## src/rtl/ps2_pkg.sv

```systemverilog
// Shared definitions for the PS/2 memory editor: scan codes, FSM encodings,
// default address width and the hex-key lookup.
package ps2_pkg;

    localparam int ADDR_W_DEF = 12;

    // Receiver and editor state encodings
    typedef enum logic [1:0] {
        RX_IDLE   = 2'd0,
        RX_DATA   = 2'd1,
        RX_PARITY = 2'd2,
        RX_STOP   = 2'd3
    } rx_state_t;

    typedef enum logic [1:0] {
        ED_HI = 2'd0,
        ED_LO = 2'd1,
        ED_WR = 2'd2
    } ed_state_t;

    // Prefix bytes
    localparam logic [7:0] CODE_BRK = 8'hF0;
    localparam logic [7:0] CODE_EXT = 8'hE0;

    // Non-extended control key
    localparam logic [7:0] KEY_ESC = 8'h76;

    // Extended arrow keys
    localparam logic [7:0] KEY_LEFT  = 8'h6B;
    localparam logic [7:0] KEY_RIGHT = 8'h74;
    localparam logic [7:0] KEY_UP    = 8'h75;
    localparam logic [7:0] KEY_DOWN  = 8'h72;

    // Hex digit make codes, scan set 2
    localparam logic [7:0] KEY_0 = 8'h45;
    localparam logic [7:0] KEY_1 = 8'h16;
    localparam logic [7:0] KEY_2 = 8'h1E;
    localparam logic [7:0] KEY_3 = 8'h26;
    localparam logic [7:0] KEY_4 = 8'h25;
    localparam logic [7:0] KEY_5 = 8'h2E;
    localparam logic [7:0] KEY_6 = 8'h36;
    localparam logic [7:0] KEY_7 = 8'h3D;
    localparam logic [7:0] KEY_8 = 8'h3E;
    localparam logic [7:0] KEY_9 = 8'h46;
    localparam logic [7:0] KEY_A = 8'h1C;
    localparam logic [7:0] KEY_B = 8'h32;
    localparam logic [7:0] KEY_C = 8'h21;
    localparam logic [7:0] KEY_D = 8'h23;
    localparam logic [7:0] KEY_E = 8'h24;
    localparam logic [7:0] KEY_F = 8'h2B;

    // Returns {is_hex, nibble}; is_hex=0 for any non-digit code
    function automatic logic [4:0] hex_lookup(input logic [7:0] code);
        logic [4:0] r;
        r = 5'h00;
        case (code)
            KEY_0: r = {1'b1, 4'h0};
            KEY_1: r = {1'b1, 4'h1};
            KEY_2: r = {1'b1, 4'h2};
            KEY_3: r = {1'b1, 4'h3};
            KEY_4: r = {1'b1, 4'h4};
            KEY_5: r = {1'b1, 4'h5};
            KEY_6: r = {1'b1, 4'h6};
            KEY_7: r = {1'b1, 4'h7};
            KEY_8: r = {1'b1, 4'h8};
            KEY_9: r = {1'b1, 4'h9};
            KEY_A: r = {1'b1, 4'hA};
            KEY_B: r = {1'b1, 4'hB};
            KEY_C: r = {1'b1, 4'hC};
            KEY_D: r = {1'b1, 4'hD};
            KEY_E: r = {1'b1, 4'hE};
            KEY_F: r = {1'b1, 4'hF};
            default: r = 5'h00;
        endcase
        return r;
    endfunction

endpackage

```

## src/rtl/ps2_rx.sv

```systemverilog
// PS/2 frame receiver: synchronizes the raw keyboard lines, detects falling
// edges of the PS/2 clock and assembles 11-bit frames into scan-code bytes.
module ps2_rx
    import ps2_pkg::*;
#(
    parameter int TIMEOUT_CYCLES = 50000
) (
    input  logic       memoryCLK,
    input  logic       rst_n,
    input  logic       ps2_clk,
    input  logic       ps2_data,
    output logic       code_valid,
    output logic [7:0] code,
    output logic       frame_err
);

    localparam int TO_W = $clog2(TIMEOUT_CYCLES + 1);

    logic            clk_p0, clk_p1, clk_p2;
    logic            dat_p0, dat_p1;
    logic            fall;
    rx_state_t       state;
    logic [2:0]      bit_cnt;
    logic [TO_W-1:0] to_cnt;
    logic [7:0]      shreg;
    logic            par_bit;
    logic            par_ok;

    // clk_p2 holds the previous synchronized level, so a fall is high-then-low
    assign fall   = clk_p2 & ~clk_p1;
    assign par_ok = ^{shreg, par_bit};

    // Two-flop synchronizers for both lines plus the edge-detect history flop
    always_ff @(posedge memoryCLK) begin
        if (!rst_n) begin
            clk_p0 <= 1'b1;
            clk_p1 <= 1'b1;
            clk_p2 <= 1'b1;
            dat_p0 <= 1'b1;
            dat_p1 <= 1'b1;
        end else begin
            clk_p0 <= ps2_clk;
            clk_p1 <= clk_p0;
            clk_p2 <= clk_p1;
            dat_p0 <= ps2_data;
            dat_p1 <= dat_p0;
        end
    end

    // Data bits shift in LSB first; the parity bit is captured for the stop check
    always_ff @(posedge memoryCLK) begin
        if (fall && state == RX_DATA) begin
            shreg <= {dat_p1, shreg[7:1]};
        end
        if (fall && state == RX_PARITY) begin
            par_bit <= dat_p1;
        end
        if (fall && state == RX_STOP) begin
            code <= shreg;
        end
    end

    // Frame FSM with inactivity timeout; outputs are single-cycle pulses
    always_ff @(posedge memoryCLK) begin
        if (!rst_n) begin
            state      <= RX_IDLE;
            bit_cnt    <= 3'd0;
            to_cnt     <= '0;
            code_valid <= 1'b0;
            frame_err  <= 1'b0;
        end else begin
            code_valid <= 1'b0;
            frame_err  <= 1'b0;

            if (state == RX_IDLE || fall) begin
                to_cnt <= '0;
            end else if (to_cnt == TO_W'(TIMEOUT_CYCLES - 1)) begin
                // A stalled partial frame is dropped and reported
                state     <= RX_IDLE;
                frame_err <= 1'b1;
                to_cnt    <= '0;
            end else begin
                to_cnt <= to_cnt + 1'b1;
            end

            if (fall) begin
                case (state)
                    RX_IDLE: begin
                        if (!dat_p1) begin
                            state   <= RX_DATA;
                            bit_cnt <= 3'd0;
                        end
                    end
                    RX_DATA: begin
                        bit_cnt <= bit_cnt + 3'd1;
                        if (bit_cnt == 3'd7) begin
                            state <= RX_PARITY;
                        end
                    end
                    RX_PARITY: begin
                        state <= RX_STOP;
                    end
                    RX_STOP: begin
                        if (dat_p1 && par_ok) begin
                            code_valid <= 1'b1;
                        end else begin
                            frame_err <= 1'b1;
                        end
                        state <= RX_IDLE;
                    end
                    default: state <= RX_IDLE;
                endcase
            end
        end
    end

endmodule

```

## src/rtl/ps2_mem_editor.sv

```systemverilog
// Keyboard-driven memory editor: two hex keys form a byte that is written at
// the current address, arrow keys move the address and Esc abandons an entry.
module ps2_mem_editor
    import ps2_pkg::*;
#(
    parameter int TIMEOUT_CYCLES = 50000,
    parameter int ADDR_W         = ADDR_W_DEF
) (
    input  logic              memoryCLK,
    input  logic              rst_n,
    input  logic              ps2_clk,
    input  logic              ps2_data,
    output logic [ADDR_W-1:0] Adress,
    output logic [7:0]        DataIN,
    output logic              WE,
    output logic              pending,
    output logic              frame_err
);

    logic       code_valid;
    logic [7:0] code;
    logic [4:0] hex;
    logic       brk;
    logic       ext;
    ed_state_t  ed_state;

    ps2_rx #(
        .TIMEOUT_CYCLES(TIMEOUT_CYCLES)
    ) u_rx (
        .memoryCLK (memoryCLK),
        .rst_n     (rst_n),
        .ps2_clk   (ps2_clk),
        .ps2_data  (ps2_data),
        .code_valid(code_valid),
        .code      (code),
        .frame_err (frame_err)
    );

    assign hex = hex_lookup(code);

    // Prefix tracking, key decode and the nibble-entry / write sequencer
    always_ff @(posedge memoryCLK) begin
        if (!rst_n) begin
            ed_state <= ED_HI;
            Adress   <= '0;
            DataIN   <= 8'h00;
            WE       <= 1'b0;
            pending  <= 1'b0;
            brk      <= 1'b0;
            ext      <= 1'b0;
        end else begin
            WE <= 1'b0;

            // Write strobe for one cycle, then advance the address the cycle after
            if (ed_state == ED_WR) begin
                if (!WE) begin
                    WE <= 1'b1;
                end else begin
                    Adress   <= Adress + ADDR_W'(1);
                    pending  <= 1'b0;
                    ed_state <= ED_HI;
                end
            end

            if (code_valid) begin
                if (code == CODE_BRK) begin
                    brk <= 1'b1;
                end else if (code == CODE_EXT) begin
                    ext <= 1'b1;
                end else begin
                    brk <= 1'b0;
                    ext <= 1'b0;
                    // Releases are dropped; codes arriving mid-write are dropped too
                    if (!brk && ed_state != ED_WR) begin
                        if (ext) begin
                            case (code)
                                KEY_LEFT:  Adress <= Adress - ADDR_W'(1);
                                KEY_RIGHT: Adress <= Adress + ADDR_W'(1);
                                KEY_UP:    Adress <= Adress - ADDR_W'(16);
                                KEY_DOWN:  Adress <= Adress + ADDR_W'(16);
                                default:   ;
                            endcase
                        end else if (hex[4]) begin
                            if (ed_state == ED_HI) begin
                                DataIN[7:4] <= hex[3:0];
                                pending     <= 1'b1;
                                ed_state    <= ED_LO;
                            end else begin
                                DataIN[3:0] <= hex[3:0];
                                ed_state    <= ED_WR;
                            end
                        end else if (code == KEY_ESC) begin
                            pending  <= 1'b0;
                            ed_state <= ED_HI;
                        end
                    end
                end
            end
        end
    end

endmodule

```

## config.mk

```make
export PLATFORM = sky130hd
export DESIGN_NAME = ps2_mem_editor
export DESIGN_NICKNAME = d
export VERILOG_FILES = /design/src/rtl/ps2_pkg.sv /design/src/rtl/ps2_rx.sv /design/src/rtl/ps2_mem_editor.sv
export SDC_FILE = /design/constraint.sdc
export NUM_CORES = 1
export LEC_CHECK = 0
export CORE_ASPECT_RATIO = 0.9
export CORE_MARGIN = 3
export CORE_UTILIZATION = 30
export DETAILED_ROUTE_END_ITERATION = 10
export PLACE_DENSITY_LB_ADDON = 0.2
export SYNTH_ARGS = -nofsm -noshare
export SYNTH_HDL_FRONTEND = slang
export SYNTH_SLANG_ARGS = --single-unit
```

## constraint.sdc

```tcl
create_clock -name memoryCLK -period 2.94 [get_ports memoryCLK]
set_input_delay 0.588 -clock memoryCLK [delete_from_list [all_inputs] [get_ports memoryCLK]]
set_output_delay 0.588 -clock memoryCLK [all_outputs]
set_load 0.01 [all_outputs]
```

Word-level counts from Yosys, hierarchy flattened
Index checks and enable logic that the tools add are counted.
{ "word_totals": {"ff_bits": 71, "latchBits": 0, "mem_bits_rw": 0, "rom_bits": 0, "inputBits": 4, "out_inout_bits": 23, "wordCells": 132, "memories": 0} }
{ "op_classes": {"n_addsub": 6, "mul": 0, "n_div": 0, "order_cmp": 0, "n_eq_ne": 32, "shift": 0, "n_mux": 47, "n_bitwise": 7, "n_reduce_logical": 19} }
{ "ops": {"columns": ["op", "count"], "rows": [
  ["$eq A8 B6 Y1 const B", 11],
  ["$mux W12", 7],
  ["$pmux W5 S16", 1],
  ["$eq A8 B7 Y1 const B", 7],
  ["$pmux W12 S4", 1],
  ["$mux W2", 15],
  ["$eq A8 B5 Y1 const B", 3],
  ["$mux W1", 20],
  ["$add A16 B1 Y16 const B", 1],
  ["$eq A16 B16 Y1 const B", 1],
  ["$eq A8 B8 Y1 const B", 2],
  ["$reduce_and A7 Y1", 2],
  ["$add A12 B1 Y12 const B", 1],
  ["$add A12 B5 Y12 const B", 1],
  ["$sub A12 B1 Y12 const B", 1],
  ["$sub A12 B5 Y12 const B", 1],
  ["$reduce_xor A9 Y1", 1],
  ["$pmux W2 S4", 1],
  ["$eq A2 B2 Y1 const B", 3],
  ["$ne A2 B2 Y1 const B", 3],
  ["$not A1 Y1", 6],
  ["$pmux W3 S2", 1],
  ["$reduce_and A2 Y1", 3],
  ["$reduce_and A3 Y1", 2],
  ["other kinds (11)", 16]
]} }

Logic depth before layout (Yosys ltp)
{ "depth": {"depth_word": 9, "ltp_mapped": 11, "mapped_depth_nobuf": 10} }

Hierarchy
Synthesis repeated with hierarchy kept, for this count alone.
{ "hier_totals": {"cells_unflattened": 501, "area_unflattened_um2": 4460.5} }
{ "modules_own_cells": {"columns": ["module", "n_inst", "cells_each", "area_each_um2", "seq_area_each_um2"], "rows": [
  ["ps2_mem_editor", 1, 346, 2653.8, 520.5],
  ["ps2_rx", 1, 155, 1806.7, 1071.0]
]} }

Worst setup path before layout
OpenSTA, ideal clock, no wires.
{ "synth_path": {"path_kind": "reg2reg", "from": "register u_rx.code[7]", "to": "register Adress[11]", "setup_ns": 0.118, "arrival_ns": 2.638, "required_ns": 2.822, "path_slack_ns": 0.184, "stages_incl_launch_ff": 11, "n_path_buf": 1, "synth_period_minus_slack_ns": 2.756, "cell_sequence": "edfxtp_1 > nor4bb_1 > buf_2 > nand4b_1 > ha_1 > a211oi_1 > nor2_1 > o41ai_1 > xnor2_1 > o221ai_1 > o2111a_1"} }
{ "synth_between": {"elab_chain_cells": 7, "word_cells_on_any_way": 12, "classes_between": "eq/ne (6); mux (6)"} }
{ "synth_lines": {"columns": ["element", "line", "source"], "rows": [
  ["from (decl)", "ps2_rx.sv:13", "output logic [7:0] code,"],
  ["from (signal assigned)", "ps2_rx.sv:59", "code <= shreg;"],
  ["$eq A8 B7 Y1", "ps2_mem_editor.sv:76", "case (code)"],
  ["$pmux W12 S4", "ps2_mem_editor.sv:76", null],
  ["$mux W12", "ps2_mem_editor.sv:75", "if (ext) begin"],
  ["$mux W12", "ps2_mem_editor.sv:74", "if (!brk && ed_state != ED_WR) begin"],
  ["$mux W12", "ps2_mem_editor.sv:68", "end else if (code == CODE_EXT) begin"],
  ["$mux W12 *", "ps2_mem_editor.sv:66", "if (code == CODE_BRK) begin"],
  ["$mux W12 *", "ps2_mem_editor.sv:65", "if (code_valid) begin"],
  ["to (signal assigned)", "ps2_mem_editor.sv:77", "KEY_LEFT: Adress <= Adress - ADDR_W'(1);"],
  ["to (signal assigned)", "ps2_mem_editor.sv:78", "KEY_RIGHT: Adress <= Adress + ADDR_W'(1);"],
  ["to (signal assigned)", "ps2_mem_editor.sv:79", "KEY_UP: Adress <= Adress - ADDR_W'(16);"],
  ["to (decl)", "ps2_mem_editor.sv:13", "output logic [ADDR_W-1:0] Adress,"]
]} }
Mark *: on every way between the ends. The rest lies on a longest branch, timed or not.
A chain may end at the register's enable or synchronous reset.

Final worst setup path
{ "layout_path": {"from": "register u_rx.code[3]", "to": "register Adress[11]"} }
Same word-level chain as after synthesis.

==> flow_summary_export.csv <==
group,metric,value,unit
routing,totalWireLength,10300,um
routing,routedWlPerCell,15.3,um
cells_and_area,instances_no_fill,675,
synthesis,yosys.area_share.adder,0.0378,
clock_tree,post_cts_resized,0,
power_and_ir_drop,peakVddDrop,0.317,mV
routing,drcViolationCount,0,
cells_and_area,fin_area,4980,um2
clock_tree,clkTransAtPathRegs,0.06,ns
routing,vias,3581,
critical_path,endpoint_kind,"flop",
routing,drt_pass1_iterations,5,
power_and_ir_drop,p_leak,1.71,nW
status,run_status,"finished clean",
global_routing,grtUsageTotal,0.139,
clock_tree,clk-insertion-delay-late,0.33,ns
synthesis,synth_simple_gate_area_share,0.247,
routing,viasPerCell,5.31,
global_routing,overflow,0,
cells_and_area,nets,518,
global_routing,grt_pass1_vias,3488,
sta,setup_tns,0,ns
synthesis,synthCells,476,
clock_tree,cts_tree,"done",
sta,drv_slew,0,
cells_and_area,fin_util,0.370,
synthesis,synth_xor_area_frac,0.0818,
power_and_ir_drop,p_int,1.77,mW
die,die_x,130,um
routing,drtIter0Drc,294,
min_path,whs_path_depth,1,
synthesis,yosys-mux-area-fraction,0.0240,
synthesis,synthArstFlopShare,0,
synthesis,syn-num-nets,492,
clock_tree,cts_htree_levels,3,
synthesis,yosys_warnings,0,
synthesis,yosys.area.top_type,"dfxtp_1",
cells_and_area,nFillCells,1359,
global_routing,grt_max_degree,33,
synthesis,synth.yosys.seq_area_share,0.381,
synthesis,syn_avg_cell_area,8.77,um2
die,num_rows,40,
synthesis,synth_seq_cells,71,
power_and_ir_drop,switching_share,0.200,
clock_tree,cts_setup_buffers,0,
sta,slew_headroom,0.515,
die,pin_count,27,
power_and_ir_drop,switchingPower,0.442,mW
sta,worstMarginPinSlew,0.721,ns
placed_design,place_inst,659,
sta,min_period,2.60,ns
critical_path,cpPeakStageDelay,0.40,ns
global_routing,grt_pass1_wl,17600,um
sta,setup_viol,0,
synthesis,synth_top_cell_area_share,0.259,
placed_design,numPortBuffers,26,
synthesis,synth_edf_count,17,
synthesis,yosys-top-cells-area,"dfxtp_1, edfxtp_1, xnor2_1, nor2_1, ha_1",
synthesis,synth_top_family_by_area,"simple AND/OR/NAND/NOR gates",
min_path,hold_path.class,"flop to flop",
critical_path,path_max_fanout,4,
clock_tree,clockBufferDepth,2,
clock_tree,cts_hold_buf,0,
sta,skew,0.00521,ns
clock_tree,cts_buffers,9,
critical_path,start_kind,"flop",
clock_tree,cts.sinks,71,
sta,hold_violations,0,
critical_path,crit_required,3.22,ns
clock_tree,cts_root_buffer,"clkbuf_16",
cells_and_area,num_antenna_cells,0,
global_routing,antenna_found_initial,0,
cells_and_area,drive_gt1_frac,0.0986,
synthesis,synthDistinctLibCells,69,
critical_path,rr_worst_depth,9,
sta,fin_crit_sh,0.884,
power_and_ir_drop,power_frac_seq,0.453,
sta,fmax,0.385,GHz
power_and_ir_drop,power_density,444,nW/um2
placed_design,hpwl,7330,um
synthesis,netlist_area,4170,um2
placed_design,placed_cell_area,4630,um2
routing,ant_nets,0,
critical_path,path_cells,"nor4bb_2 > nand4b_1 > ha_1 > a211oi_1 > nor2_1 > o41ai_2 > xnor2_1 > o221ai_1 > o2111a_1",
placed_design,gp_congestion,0.803,
critical_path,critPathSlowestCell,"edfxtp_1",
power_and_ir_drop,combPwrFrac,0.012,
power_and_ir_drop,finalPower,2.21,mW
die,initial_utilization,0.310,
synthesis,synth_ff_type,"dfxtp_1",
die,die-area,15400,um2
die,core,13500,um2
sta,grt_setup_unrepaired,"false",
synthesis,synth_compound_area_frac,0.183,
cells_and_area,areaGrowthSynthToFinish,19.2,%
die,fp.dieH,118,um
critical_path,worstSetupPathType,"flop to flop",
critical_path,cp.arrival,2.87,ns
power_and_ir_drop,pwr-share-clk,0.535,
job,maxCapViolCount,0,
## routing by layer
| metal | vias to the layer above | GRT usage | share of wire |
|---|---|---|---|
| met5 | - | 0 | 0 |
| met4 | 0 | 0.0386 | 0.015 |
| li1 | 1785 | - | - |
| met3 | 16 | 0.0327 | 0.035 |
| met1 | 1719 | 0.194 | 0.49 |
| met2 | 61 | 0.215 | 0.46 |
## placed cells by master, fill, tap and decap left out, types with 3 or more instances in the layout
cell type / netlist / routed
a211oi_1: 3 / 3
a21o_1: 3 / 3
a21oi_1: 12 / 12
a22oi_1: 4 / 4
a31oi_1: 10 / 10
and2_1: 5 / 5
and3_1: 10 / 10
buf_4: 0 / 14
clkbuf_16: 0 / 10
clkdlybuf4s50_1: 0 / 26
dfxtp_1: 54 / 54
edfxtp_1: 17 / 17
ha_1: 11 / 11
inv_1: 19 / 19
mux2i_1: 10 / 10
nand2_1: 35 / 35
nand2b_1: 9 / 9
nand3_1: 20 / 20
nand4_1: 5 / 5
nor2_1: 52 / 52
nor2b_1: 8 / 8
nor3_1: 22 / 22
nor4_1: 6 / 6
o211ai_1: 3 / 3
o21a_1: 7 / 7
o21ai_0: 17 / 17
o221ai_1: 3 / 3
o22ai_1: 7 / 7
o31ai_1: 5 / 5
or2_2: 5 / 5
or3_1: 3 / 3
xnor2_1: 25 / 25
xor2_1: 14 / 14
## path summary, 6_finish.rpt
kind,start,end,slack (ns)
hold reg to reg,u_rx.clk_p0$_SDFF_PN1_,u_rx.clk_p1$_SDFF_PN1_,0.41
hold / removal,u_rx.clk_p0$_SDFF_PN1_,u_rx.clk_p1$_SDFF_PN1_,0.41
setup / recovery,u_rx.code[3]$_DFFE_PP_,Adress[11]$_SDFF_PN0_,0.34
setup reg to reg,u_rx.code[3]$_DFFE_PP_,Adress[11]$_SDFF_PN0_,0.34
## registers in the layout, summed over array words and instances, names as in the netlist, 2 cells and up
name / flops
u_rx.shreg: 8
u_rx.state: 2
u_rx.to_cnt: 16
Adress: 12
ed_state: 2
DataIN: 8
u_rx.bit_cnt: 3
u_rx.code: 8
## logic make-up (layout without fill, tap and decap cells)
family,Yosys count,count (layout)
buffers and inverters,44,75
and+or+nand+nor,198,198
AOI/OAI and AO/OA,102,102
adders and majority gates,12,12
muxes,10,10
xor gates and xnor gates,39,39
DFF,71,71
## power groups by stage
stage	registers, mW	clock network [mW]	logic, mW
2_1_floorplan	1.02	0	0.0163
3_3_place_gp	1.02	0	0.0268
3_5_place_dp	1.02	0	0.0274
4_1_cts	1.00	1.21	0.0275
5_1_grt	1.00	1.25	0.0301
6_report	1.00	1.18	0.0272
## critical path, delay by kind of cell (launching register included)
kind	cells	cell delay, ns
xor+xnor	1	0.12
flops	1	0.40
compound gates	4	0.97
fa+ha+maj	1	0.35
simple gates	3	0.71
## layout make-up
cell class                 instances  area, um2  area share
multi-input combinational        361       2410       0.484
tap                              168        210      0.0422
timing repair buffer              40        365      0.0734
sequential                        71       1590       0.320
inverter                          19       71.3      0.0143
clock inverter                     3       46.3     0.00930
clock buffer                      13        282      0.0566
## per-stage QoR
| stage | setup slack [ns] | hold slack, ns |
|---|---|---|
| final | 0.341 | 0.410 |
| after global routing | 0.0607 | 0.428 |
| after CTS | 0.180 | 0.416 |
| after detailed placement | 0.195 | 0.399 |
| after global placement | 0.217 | 0.392 |
| after floorplan | 0.184 | 0.386 |
## synth_stat cells, types with 3 or more instances
library cell	n
or3_1	3
or2_2	5
o221ai_1	3
a211oi_1	3
edfxtp_1	17
buf_2	5
and2_1	5
ha_1	11
and3_1	10
nand4_1	5
o21ai_0	17
a21o_1	3
xnor2_1	25
o22ai_1	7
nor4bb_1	3
nor4_1	6
o211ai_1	3
mux2i_1	10
inv_1	19
a22oi_1	4
a21oi_1	12
o21a_1	7
nor2_1	52
dfxtp_1	54
o31ai_1	5
nor3_1	22
clkbuf_1	18
nand3_1	20
nor2b_1	8
xor2_1	14
nand2b_1	9
nand2_1	35
a31oi_1	10
Power figures use the tool's default switching activity.
